**src/rtl/pipe_pkg.sv**
```systemverilog
// Shared definitions for the pipeline hazard controller: state encoding,
// register-address width and the bubble instruction loaded on a flush.
package pipe_pkg;

  typedef enum logic [1:0] {
    StRun     = 2'b00,
    StMemWait = 2'b01,
    StErr     = 2'b10
  } state_e;

  localparam int unsigned REG_AW = 5;

  // sll r0, r0, 0 -- what a flushed pipeline register holds
  localparam logic [31:0] NOP_INSTR = 32'h0000_0000;

endpackage

```
**src/rtl/sat_counter.sv**
```systemverilog
// Event counter that sticks at all-ones; updates on the falling edge like the
// pipeline registers it sits beside.
module sat_counter #(
  parameter int unsigned CNT_W = 16
) (
  input  logic             clk_i,
  input  logic             rst_i,
  input  logic             inc_i,
  output logic [CNT_W-1:0] cnt_o
);

  logic [CNT_W-1:0] cnt_q, cnt_d;

  always_comb begin
    cnt_d = cnt_q;
    if (inc_i && (cnt_q != '1)) begin
      cnt_d = cnt_q + CNT_W'(1);
    end
  end

  always_ff @(negedge clk_i or posedge rst_i) begin
    if (rst_i) begin
      cnt_q <= '0;
    end else begin
      cnt_q <= cnt_d;
    end
  end

  assign cnt_o = cnt_q;

endmodule

```
**src/rtl/pipe_hazard_ctrl.sv**
```systemverilog
// Stall/flush controller for the five-stage pipe: load-use bubbles, taken-branch
// squash, data-memory wait freeze with timeout, plus saturating event counters.
module pipe_hazard_ctrl #(
  parameter int unsigned REG_AW      = pipe_pkg::REG_AW,
  parameter int unsigned CNT_W       = 16,
  parameter int unsigned MEM_TIMEOUT = 255
) (
  input  logic              CLK,
  input  logic              RST,
  input  logic [REG_AW-1:0] ID_Rs,
  input  logic [REG_AW-1:0] ID_Rt,
  input  logic              ID_UsesRt,
  input  logic [REG_AW-1:0] EX_Rd,
  input  logic              EX_MemRd,
  input  logic              EX_RegWr,
  input  logic              EX_BrTaken,
  input  logic              MEM_Req,
  input  logic              DMemAck,
  output logic              PCWr,
  output logic              IFIDWr,
  output logic              IDEXWr,
  output logic              EXMEMWr,
  output logic              MEMWBWr,
  output logic              IFIDFlush,
  output logic              IDEXFlush,
  output logic              MEMWBBubble,
  output logic              Err,
  output logic [CNT_W-1:0]  StallCnt,
  output logic [CNT_W-1:0]  FlushCnt,
  output logic [CNT_W-1:0]  WaitCnt
);

  import pipe_pkg::*;

  localparam int unsigned TmrW = $clog2(MEM_TIMEOUT + 1);

  state_e          state_q, state_d;
  logic [TmrW-1:0] tmr_q, tmr_d;
  logic [TmrW-1:0] tmr_inc;
  logic            memblk;
  logic            load_use;
  logic            live;
  logic            wait_ev, flush_ev, stall_ev;

  assign memblk   = MEM_Req & ~DMemAck;
  assign load_use = EX_MemRd & EX_RegWr & (EX_Rd != '0) &
                    ((EX_Rd == ID_Rs) | (ID_UsesRt & (EX_Rd == ID_Rt)));
  assign tmr_inc  = tmr_q + TmrW'(1);

  // Counter events follow the same priority as the strobes, so each cycle
  // lands in at most one counter.
  assign live     = ~RST & (state_q != StErr);
  assign wait_ev  = live & memblk;
  assign flush_ev = live & ~memblk & EX_BrTaken;
  assign stall_ev = live & ~memblk & ~EX_BrTaken & load_use;

  always_ff @(negedge CLK or posedge RST) begin
    if (RST) begin
      state_q <= StRun;
      tmr_q   <= '0;
    end else begin
      state_q <= state_d;
      tmr_q   <= tmr_d;
    end
  end

  always_comb begin
    state_d = state_q;
    tmr_d   = tmr_q;
    unique case (state_q)
      StRun: begin
        if (memblk) begin
          state_d = StMemWait;
          tmr_d   = '0;
        end
      end
      StMemWait: begin
        if (DMemAck) begin
          state_d = StRun;
        end else if (tmr_inc == TmrW'(MEM_TIMEOUT)) begin
          state_d = StErr;
        end else begin
          tmr_d = tmr_inc;
        end
      end
      StErr:   state_d = StErr;
      default: state_d = StRun;
    endcase
  end

  always_comb begin
    PCWr        = 1'b0;
    IFIDWr      = 1'b0;
    IDEXWr      = 1'b0;
    EXMEMWr     = 1'b0;
    MEMWBWr     = 1'b0;
    IFIDFlush   = 1'b0;
    IDEXFlush   = 1'b0;
    MEMWBBubble = 1'b0;
    Err         = 1'b0;
    if (RST) begin
      IFIDFlush   = 1'b1;
      IDEXFlush   = 1'b1;
      MEMWBBubble = 1'b1;
    end else if (state_q == StErr) begin
      Err = 1'b1;
    end else if (memblk) begin
      // Front of the pipe freezes; WB drains a bubble so nothing retires twice.
      MEMWBWr     = 1'b1;
      MEMWBBubble = 1'b1;
    end else if (EX_BrTaken) begin
      PCWr      = 1'b1;
      IFIDWr    = 1'b1;
      IDEXWr    = 1'b1;
      EXMEMWr   = 1'b1;
      MEMWBWr   = 1'b1;
      IFIDFlush = 1'b1;
      IDEXFlush = 1'b1;
    end else if (load_use) begin
      IDEXWr    = 1'b1;
      EXMEMWr   = 1'b1;
      MEMWBWr   = 1'b1;
      IDEXFlush = 1'b1;
    end else begin
      PCWr    = 1'b1;
      IFIDWr  = 1'b1;
      IDEXWr  = 1'b1;
      EXMEMWr = 1'b1;
      MEMWBWr = 1'b1;
    end
  end

  sat_counter #(.CNT_W(CNT_W)) u_stall_cnt (
    .clk_i (CLK),
    .rst_i (RST),
    .inc_i (stall_ev),
    .cnt_o (StallCnt)
  );

  sat_counter #(.CNT_W(CNT_W)) u_flush_cnt (
    .clk_i (CLK),
    .rst_i (RST),
    .inc_i (flush_ev),
    .cnt_o (FlushCnt)
  );

  sat_counter #(.CNT_W(CNT_W)) u_wait_cnt (
    .clk_i (CLK),
    .rst_i (RST),
    .inc_i (wait_ev),
    .cnt_o (WaitCnt)
  );

endmodule

```
**config.mk**
```make
export PLATFORM = sky130hd
export DESIGN_NAME = pipe_hazard_ctrl
export DESIGN_NICKNAME = d
export VERILOG_FILES = /design/src/rtl/pipe_pkg.sv /design/src/rtl/sat_counter.sv /design/src/rtl/pipe_hazard_ctrl.sv
export SDC_FILE = /design/constraint.sdc
export NUM_CORES = 1
export LEC_CHECK = 0
export ABC_AREA = 1
export CORE_MARGIN = 3
export CORE_UTILIZATION = 52
export CTS_CLUSTER_SIZE = 14
export DETAILED_ROUTE_END_ITERATION = 7
export PLACE_DENSITY = 0.82
export SYNTH_ARGS = -nofsm -noshare
export SYNTH_HDL_FRONTEND = slang
export SYNTH_SLANG_ARGS = --single-unit
export TNS_END_PERCENT = 1
```
**constraint.sdc**
```tcl
create_clock -name CLK -period 3.7 [get_ports CLK]
set_clock_uncertainty 0.05 [all_clocks]
set_input_delay 0.74 -clock CLK [delete_from_list [all_inputs] [get_ports CLK]]
set_output_delay 0.74 -clock CLK [all_outputs]
set_load 0.1 [all_outputs]
```
==> impl_summary.txt, run 1 <==
----------------------------------------------------
[Outcome]
  Run status ... finished with violations
  Violated checks ... setup timing

[Placement]
  Cell count after placement ... approximately 720
  Gpl congestion ... 0.895
  Post-DP HPWL ... slightly below 8000 µm
  Post-placement cell area ... about 5400 µm²
  Number of port buffers ... just under 80

[STA]
  Headroom to the max-slew limit ... 0.496
  Worst setup slack after layout ... -0.543 ns
  Final-report setup violation count ... 66
  Final Hold Violating Endpoints ... 0
  Setup Total Neg Slack ... -6.90 ns
  RSZ-0062 raised after global routing ... true
  Worst Tran Pin Value ... around 0.76 ns
  Worst hold-check slack ... 0.445 ns
  Number of pins exceeding their max-slew limit in the final report ... 0

[GRT]
  Vias in the first global route ... about 4000
  Antenna violations before repair ... 0
  GR Util All Layers ... 0.273
  Met2 layer usage reported by global route ... 0.500
  Most Crowded Layer GR ... met2
  Met3 routing resource usage after global routing ... 0.0500
  Met1 track demand over resource in global routing ... 0.305
  Grt total ovfl ... 0
  Maximum number of pins on one net before global-route repair ... a little over 60
  First-pass GRT wire length ... approximately 18000 µm

[Worst setup path]
  Cell mode on critical path ... sky130_fd_sc_hd__nand2_2
  Data required time of the critical path ... ~2.9 ns
  Count of cell instances traversed by the critical path ... 11
  Delay of the slowest critical-path stage ... around 0.42 ns
  CP max stage cell ... sky130_fd_sc_hd__dfrtn_1
  Sort of element at the end of the critical path ... output port
  Arrival time reported for the critical path endpoint ... ~3.5 ns
  CP cell instances ... inv_2 > nand2_2 > nand2_2 > inv_2 > nand2_2 > buf_6 > inv_4 > buf_6 > nand2_4 > inv_4 > buf_12
  Dominant delay contributor by cell family on the critical path ... buffers and inverters
  R2R cell count ... 9
  Worst setup SP type ... register
  Maximum fanout count along the critical path ... 3
  Crit path buffers/inverters ... 7
  CP Class ... register to output port

[Synth]
  Number of instances in the synthesized netlist ... 525
  Post-Syn Area ... between 3000 and 4000 µm²
  Synthesis-stage register bit count ... 58
  Distinct cell type count of the synthesized netlist ... 28
  Sequential-to-total area share from yosys stat ... 0.390
  Net Count, Synth ... 553
  YS warnings ... 0
  Mean Syn Cell Area ... slightly above 7 µm²

[Power and ir drop]
  P per Cell Area ... between 200 and 250 nW/µm²
  Total Power Consumption ... around 1.4 mW
  NetSw ... 330 µW
  Net switching fraction of the power ... 0.244
  Cell internal pwr ... between 1 and 1.5 mW
  P_leak ... around 2.9 nW
  Maximum resistive drop on vdd ... 0.195 mV
  Share of power burned in the clock network ... 0.458
  Part of the total power dissipated in sequential elements ... 0.471
  Share of total power in combinational logic ... 0.071

[Cells and area]
  Share of cells above drive strength 1 ... 0.238
  Final instance count without filler cells ... 748
  Area added between synthesis and finish ... 53.8%
  Number of nets in the layout ... 675
  Final antenna diode count ... 0
  Finished layout cell area ... between 5000 and 6000 µm²

[Hold path]
  Class of the tightest hold or removal check ... register to register
  Hold path depth ... 2

[Run]
  Max-cap violations ... 0

[Clock network]
  Clock latency at the later pin of the worst-skew pair ... ~0.33 ns
  Clock tree root buffer cell ... sky130_fd_sc_hd__clkbuf_8
  Count of hold-fix buffers inserted at cts ... 0
  Clock tree from TritonCTS ... yes
  Clock transition at the register clock pins on the worst setup and hold paths after CTS ... about 0.050 ns
  Maximum level of the CTS H-tree ... 3
  Total clock buffers created by CTS ... 9
  Clock sink count ... between 50 and 60
  Max Buffers Root-to-Sink ... 2

[Drt]
  Routed Wire Length ... 11300 µm
  Count of vias placed by the detailed router ... around 4000
  Final ANT Viol Nets ... 0
  Number of vias per cell ... about 5.3
  Average wire per standard cell ... ~15 µm
  Number of DRC markers after the initial detailed-route iteration ... 256
  Number of optimization iterations in the first detailed-route pass ... 5
  Remaining DRCs ... 0

[Floorplan]
  Placeable Area ... slightly below 7000 µm²
  Die height ... about 90 µm
  Floorplan die area ... 8200 µm²
  Starting density of the core ... 0.541
  Horizontal die dimension ... about 90 µm
  Num rows ... 30
  Top-level port count ... 80

----------------------------------------------------
registers in the layout, summed over array words and instances (netlist names):
| signal | cells |
|---|---|
| u_flush_cnt.cnt_o | 16 |
| u_wait_cnt.cnt_o | 16 |
| u_stall_cnt.cnt_o | 16 |
| tmr_q | 8 |
| state_q | 2 |
layout make-up:
cell class | instances | area, µm²
inverter | 62 | 238
clock inverter | 4 | 50.0
timing repair buffer | 116 | 1660
tap | 96 | 120
multi-input combinational | 400 | 2040
sequential | 58 | 1450
clock buffer | 12 | 155
fill | 384 | 1150
final timing paths:
| check | slack (ns) | end | startpoint |
|---|---|---|---|
| max | -0.54 | PCWr | state_q[0] |
| min | 0.45 | tmr_q[7] | tmr_q[7] |
| max reg2reg | 1.62 | u_wait_cnt.cnt_o[10] | u_wait_cnt.cnt_o[1] |
| min reg2reg | 0.45 | tmr_q[7] | tmr_q[7] |
| max in group asynchronous | 0.53 | u_flush_cnt.cnt_o[8] | RST |
| min in group asynchronous | 2.55 | tmr_q[5] | RST |
synth_stat cells:
library cell               instances  area share
sky130_fd_sc_hd__nand2_1         194        0.20
sky130_fd_sc_hd__dfrtn_1          58        0.39
sky130_fd_sc_hd__nor2_1           56       0.057
sky130_fd_sc_hd__inv_1            54       0.055
sky130_fd_sc_hd__nand3_1          47       0.063
sky130_fd_sc_hd__xor2_1           24       0.057
sky130_fd_sc_hd__xnor2_1          17       0.040
sky130_fd_sc_hd__nor3_1            9       0.012
sky130_fd_sc_hd__inv_2             8      0.0081
sky130_fd_sc_hd__nand4_1           8       0.013
sky130_fd_sc_hd__nand2_2           7       0.012
sky130_fd_sc_hd__o21ai_0           7      0.0094
sky130_fd_sc_hd__ha_1              5       0.017
sky130_fd_sc_hd__nor2_2            5      0.0084
sky130_fd_sc_hd__buf_4             4      0.0081
sky130_fd_sc_hd__nand3_2           3      0.0081
sky130_fd_sc_hd__nor3_2            3      0.0081
sky130_fd_sc_hd__nand2_4           2      0.0061
sky130_fd_sc_hd__nand3b_1          2      0.0040
sky130_fd_sc_hd__nand4_2           2      0.0067
sky130_fd_sc_hd__nor2_4            2      0.0061
sky130_fd_sc_hd__o21ai_1           2      0.0027
sky130_fd_sc_hd__a31o_2            1      0.0024
sky130_fd_sc_hd__buf_6             1      0.0030
sky130_fd_sc_hd__nor4_1            1      0.0017
sky130_fd_sc_hd__o21ai_2           1      0.0024
sky130_fd_sc_hd__o21bai_1          1      0.0020
sky130_fd_sc_hd__or2_1             1      0.0017
per-stage QoR:
stage / setup WS [ns] / util
6_report: -0.543 / 0.833
5_1_grt: -0.628 / 0.833
4_1_cts: -0.528 / 0.829
3_5_place_dp: -0.578 / 0.783
3_3_place_gp: -0.525 / 0.783
2_1_floorplan: -2.43 / -
timing repair:
| item | CTS | global route |
|---|---|---|
| setup endpoints to repair | 96 | 74 |
| pin swaps | 8 | 13 |
| buffers inserted | 8 | 2 |
| gates resized for setup | 30 | 8 |
cell usage in the layout (no fill, tap or decap), types with 4 or more instances in the layout:
cell type,Yosys,final
sky130_fd_sc_hd__inv_2,8,11
sky130_fd_sc_hd__clkdlybuf4s50_1,0,8
sky130_fd_sc_hd__nand2_4,2,4
sky130_fd_sc_hd__dfrtn_1,58,58
sky130_fd_sc_hd__nor3_1,9,9
sky130_fd_sc_hd__o21ai_0,7,6
sky130_fd_sc_hd__dlygate4sd2_1,0,7
sky130_fd_sc_hd__ha_1,5,5
sky130_fd_sc_hd__nand2_2,7,8
sky130_fd_sc_hd__xor2_1,24,24
sky130_fd_sc_hd__dlymetal6s2s_1,0,5
sky130_fd_sc_hd__buf_12,0,58
sky130_fd_sc_hd__nand2_1,194,191
sky130_fd_sc_hd__clkbuf_8,0,11
sky130_fd_sc_hd__nor2_4,2,5
sky130_fd_sc_hd__nand3_1,47,46
sky130_fd_sc_hd__nand4_1,8,8
sky130_fd_sc_hd__nor2_1,56,54
sky130_fd_sc_hd__inv_1,54,49
sky130_fd_sc_hd__xnor2_1,17,17
sky130_fd_sc_hd__nor2_2,5,4
sky130_fd_sc_hd__buf_4,4,33
cell families (layout without fill, tap and decap cells):
family | after synthesis | after routing | share of synthesized area
flops | 58 | 58 | 0.390
fa+ha+maj | 5 | 5 | 0.0168
compound gates | 12 | 12 | 0.0188
buf+inv | 67 | 194 | 0.0737
xor+xnor | 41 | 41 | 0.0966
simple gates | 342 | 342 | 0.404
power by group through the flow:
stage / registers [mW] / logic [mW] / clock network (mW)
after floorplan: 0.649 / 0.0458 / 0
after detailed placement: 0.649 / 0.0979 / 0
final: 0.637 / 0.0964 / 0.619
after global placement: 0.649 / 0.0952 / 0
after CTS: 0.638 / 0.0982 / 0.620
after global routing: 0.637 / 0.105 / 0.650
worst register-to-register path: cells and delay by family (launching register included):
family                     cells  cell delay, ns
and+or+nand+nor                6            0.91
adders and majority gates      1            0.24
buffers and inverters          2            0.23
DFF                            1            0.51
layer usage:
| layer | up-vias | wire length [µm] |
|---|---|---|
| met5 | - | 0 |
| met4 | 0 | 386 |
| met3 | 42 | 685 |
| met2 | 184 | 6090 |
| met1 | 1881 | 4100 |
| li1 | 1879 | - |
Note: power is estimated with default switching activity, not from simulation.
==> run 2: changes to the inputs <==
Settings changed: CORE_UTILIZATION 52 to 29, PLACE_DENSITY 0.82 to not set.
==> impl_summary.txt, run 2 (synthesis gave the netlist of run 1 again) <==
----------------------------------------------------
[Clock network]
  Clock tree root buffer cell ... sky130_fd_sc_hd__clkbuf_16
  Max Buffers Root-to-Sink ... 2
  Count of hold-fix buffers inserted at cts ... 0
  Maximum level of the CTS H-tree ... 3
  Clock sink count ... between 50 and 60
  Clock tree from TritonCTS ... yes
  Clock latency at the later pin of the worst-skew pair ... around 0.33 ns
  Total clock buffers created by CTS ... 9
  Clock transition at the register clock pins on the worst setup and hold paths after CTS ... 0.04 ns

[Cells and area]
  Number of filler cells placed in the layout ... approximately 1200
  Sequential cell area in the final layout ... roughly 1500 µm²
  Commonest non-fill, non-tap cell in the layout ... sky130_fd_sc_hd__nand2_1
  Final antenna diode count ... 0
  Area added between synthesis and finish ... 59.4%
  Footprint of the multi-input gates ... 2060 µm²
  Most frequent cells in the layout ... sky130_fd_sc_hd__nand2_1, sky130_fd_sc_hd__buf_12, sky130_fd_sc_hd__dfrtn_1
  Number of nets in the layout ... ~680
  Final instance count without filler cells ... about 800
  Share of cells above drive strength 1 ... 0.238

[Run]
  Max-cap violations ... 0

[Worst setup path]
  Arrival time reported for the critical path endpoint ... ~3.4 ns
  Launch point of the worst path ... state_q[1]
  Maximum fanout count along the critical path ... 2
  CP cell instances ... nand2_2 > nand2_2 > inv_2 > buf_4 > buf_4 > a31o_4 > buf_12
  Worst setup SP type ... register
  Launching point of the worst reg2reg path ... u_wait_cnt.cnt_o[1]
  Data required time of the critical path ... 2.91 ns
  CP Class ... register to output port
  Sort of element at the end of the critical path ... output port
  Delay of the slowest critical-path stage ... about 0.42 ns
  CP max stage cell ... sky130_fd_sc_hd__dfrtn_1

[Floorplan]
  Horizontal die dimension ... 119 µm
  Placeable Area ... 12300 µm²
  Num rows ... 40
  Floorplan die area ... ~14000 µm²
  Top-level port count ... 80
  Starting density of the core ... 0.303
  Die height ... between 100 and 150 µm

[Power and ir drop]
  Maximum resistive drop on vdd ... around 0.19 mV
  P_leak ... 2.91 nW
  P per Cell Area ... around 270 nW/µm²
  Total Power Consumption ... between 1.5 and 2 mW

[GRT]
  GR Util All Layers ... 0.139
  Antenna violations before repair ... 0
  Grt total ovfl ... 0
  Maximum number of pins on one net before global-route repair ... 61
  Vias in the first global route ... 3568
  First-pass GRT wire length ... around 16000 µm

[Placement]
  Post-DP HPWL ... between 7000 and 8000 µm
  Gpl congestion ... between 0.8 and 0.9
  Number of port buffers ... 79
  Cell count after placement ... 798

[STA]
  Final Hold Violating Endpoints ... 0
  Headroom to the max-slew limit ... 0.471
  Number of pins exceeding their max-slew limit in the final report ... 0
  Final-report setup violation count ... 57
  Worst Tran Pin Value ... approximately 0.79 ns
  Worst setup slack after layout ... -0.510 ns
  RSZ-0062 raised after global routing ... true

[Drt]
  Remaining DRCs ... 0
  Count of vias placed by the detailed router ... 3647
  Number of vias per cell ... about 4.4
  Number of optimization iterations in the first detailed-route pass ... 6
  Final ANT Viol Nets ... 0
  Number of DRC markers after the initial detailed-route iteration ... ~160
  Average wire per standard cell ... 11.9 µm
  Routed Wire Length ... 9740 µm

[Outcome]
  Violated checks ... setup timing
  Run status ... finished with violations

[Hold path]
  Startpoint of the worst hold path ... tmr_q[7]
  Class of the tightest hold or removal check ... register to register

----------------------------------------------------
-- run 2: stage by stage --
step / instance area, µm² / worst slack, ns / util / TNS, ns / hold slack [ns]
after global placement: 5500 / -0.558 / 0.448 / -32.98 / 0.414
final: 5930 / -0.510 / 0.483 / -6.84 / 0.434
after detailed placement: 5500 / -0.632 / 0.448 / -34.25 / 0.440
after floorplan: 3720 / -2.43 / - / -66.91 / 0.402
after global routing: 5930 / -0.587 / 0.483 / -10.12 / 0.471
after CTS: 5890 / -0.510 / 0.480 / -7.07 / 0.439
-- run 2: report_power, final --
part / internal [mW] / switching [mW] / total [mW]
clock: 0.571 / 0.275 / 0.846
combinational: 0.0387 / 0.0589 / 0.0976
sequential: 0.639 / 0 / 0.639
-- run 2: path summary, 6_finish.rpt --
| path | end | slack, ns | cells past startpoint |
|---|---|---|---|
| setup reg to reg | u_wait_cnt.cnt_o[11] | 1.75 | 9 |
| hold / removal | tmr_q[7] | 0.43 | 2 |
| hold reg to reg | tmr_q[7] | 0.43 | 2 |
| min in group asynchronous | tmr_q[7] | 2.57 | 3 |
| setup / recovery | IDEXFlush | -0.51 | 7 |
| max in group asynchronous | u_wait_cnt.cnt_o[6] | 0.48 | 3 |
-- run 2: routing by layer --
metal	vias up	GRT usage	wire, µm	part of all wire
met2	70	0.242	4890	0.50
met3	9	0.0375	447	0.046
met4	0	0.0413	89	0.0091
met5	-	0	0	0
li1	1877	-	-	-
met1	1691	0.166	4320	0.44
-- run 2: area by class of cell --
| class | count | share of cell area |
|---|---|---|
| clock buffers | 13 | 0.0456 |
| well taps | 168 | 0.0355 |
| inverters | 62 | 0.0414 |
| clock inverters | 2 | 0.00591 |
| flip-flops and latches | 58 | 0.245 |
| multi-input cells | 400 | 0.347 |
| repair buffers | 117 | 0.279 |
-- run 2: worst max-delay path, delay by kind of cell (launching register included) --
kind	cells	cell delay, ns
buffers and inverters	4	0.44
flip-flops	1	0.42
AO/OA/AOI/OAI	1	0.22
AND/OR/NAND/NOR	2	0.15
-- run 2: timing repair --
action / in CTS / in global routing
setup buffers: 6 / 1
pin swaps: 10 / 6
setup endpoints to repair: 90 / 79
gates cloned: 0 / 0
resized for setup: 32 / 14
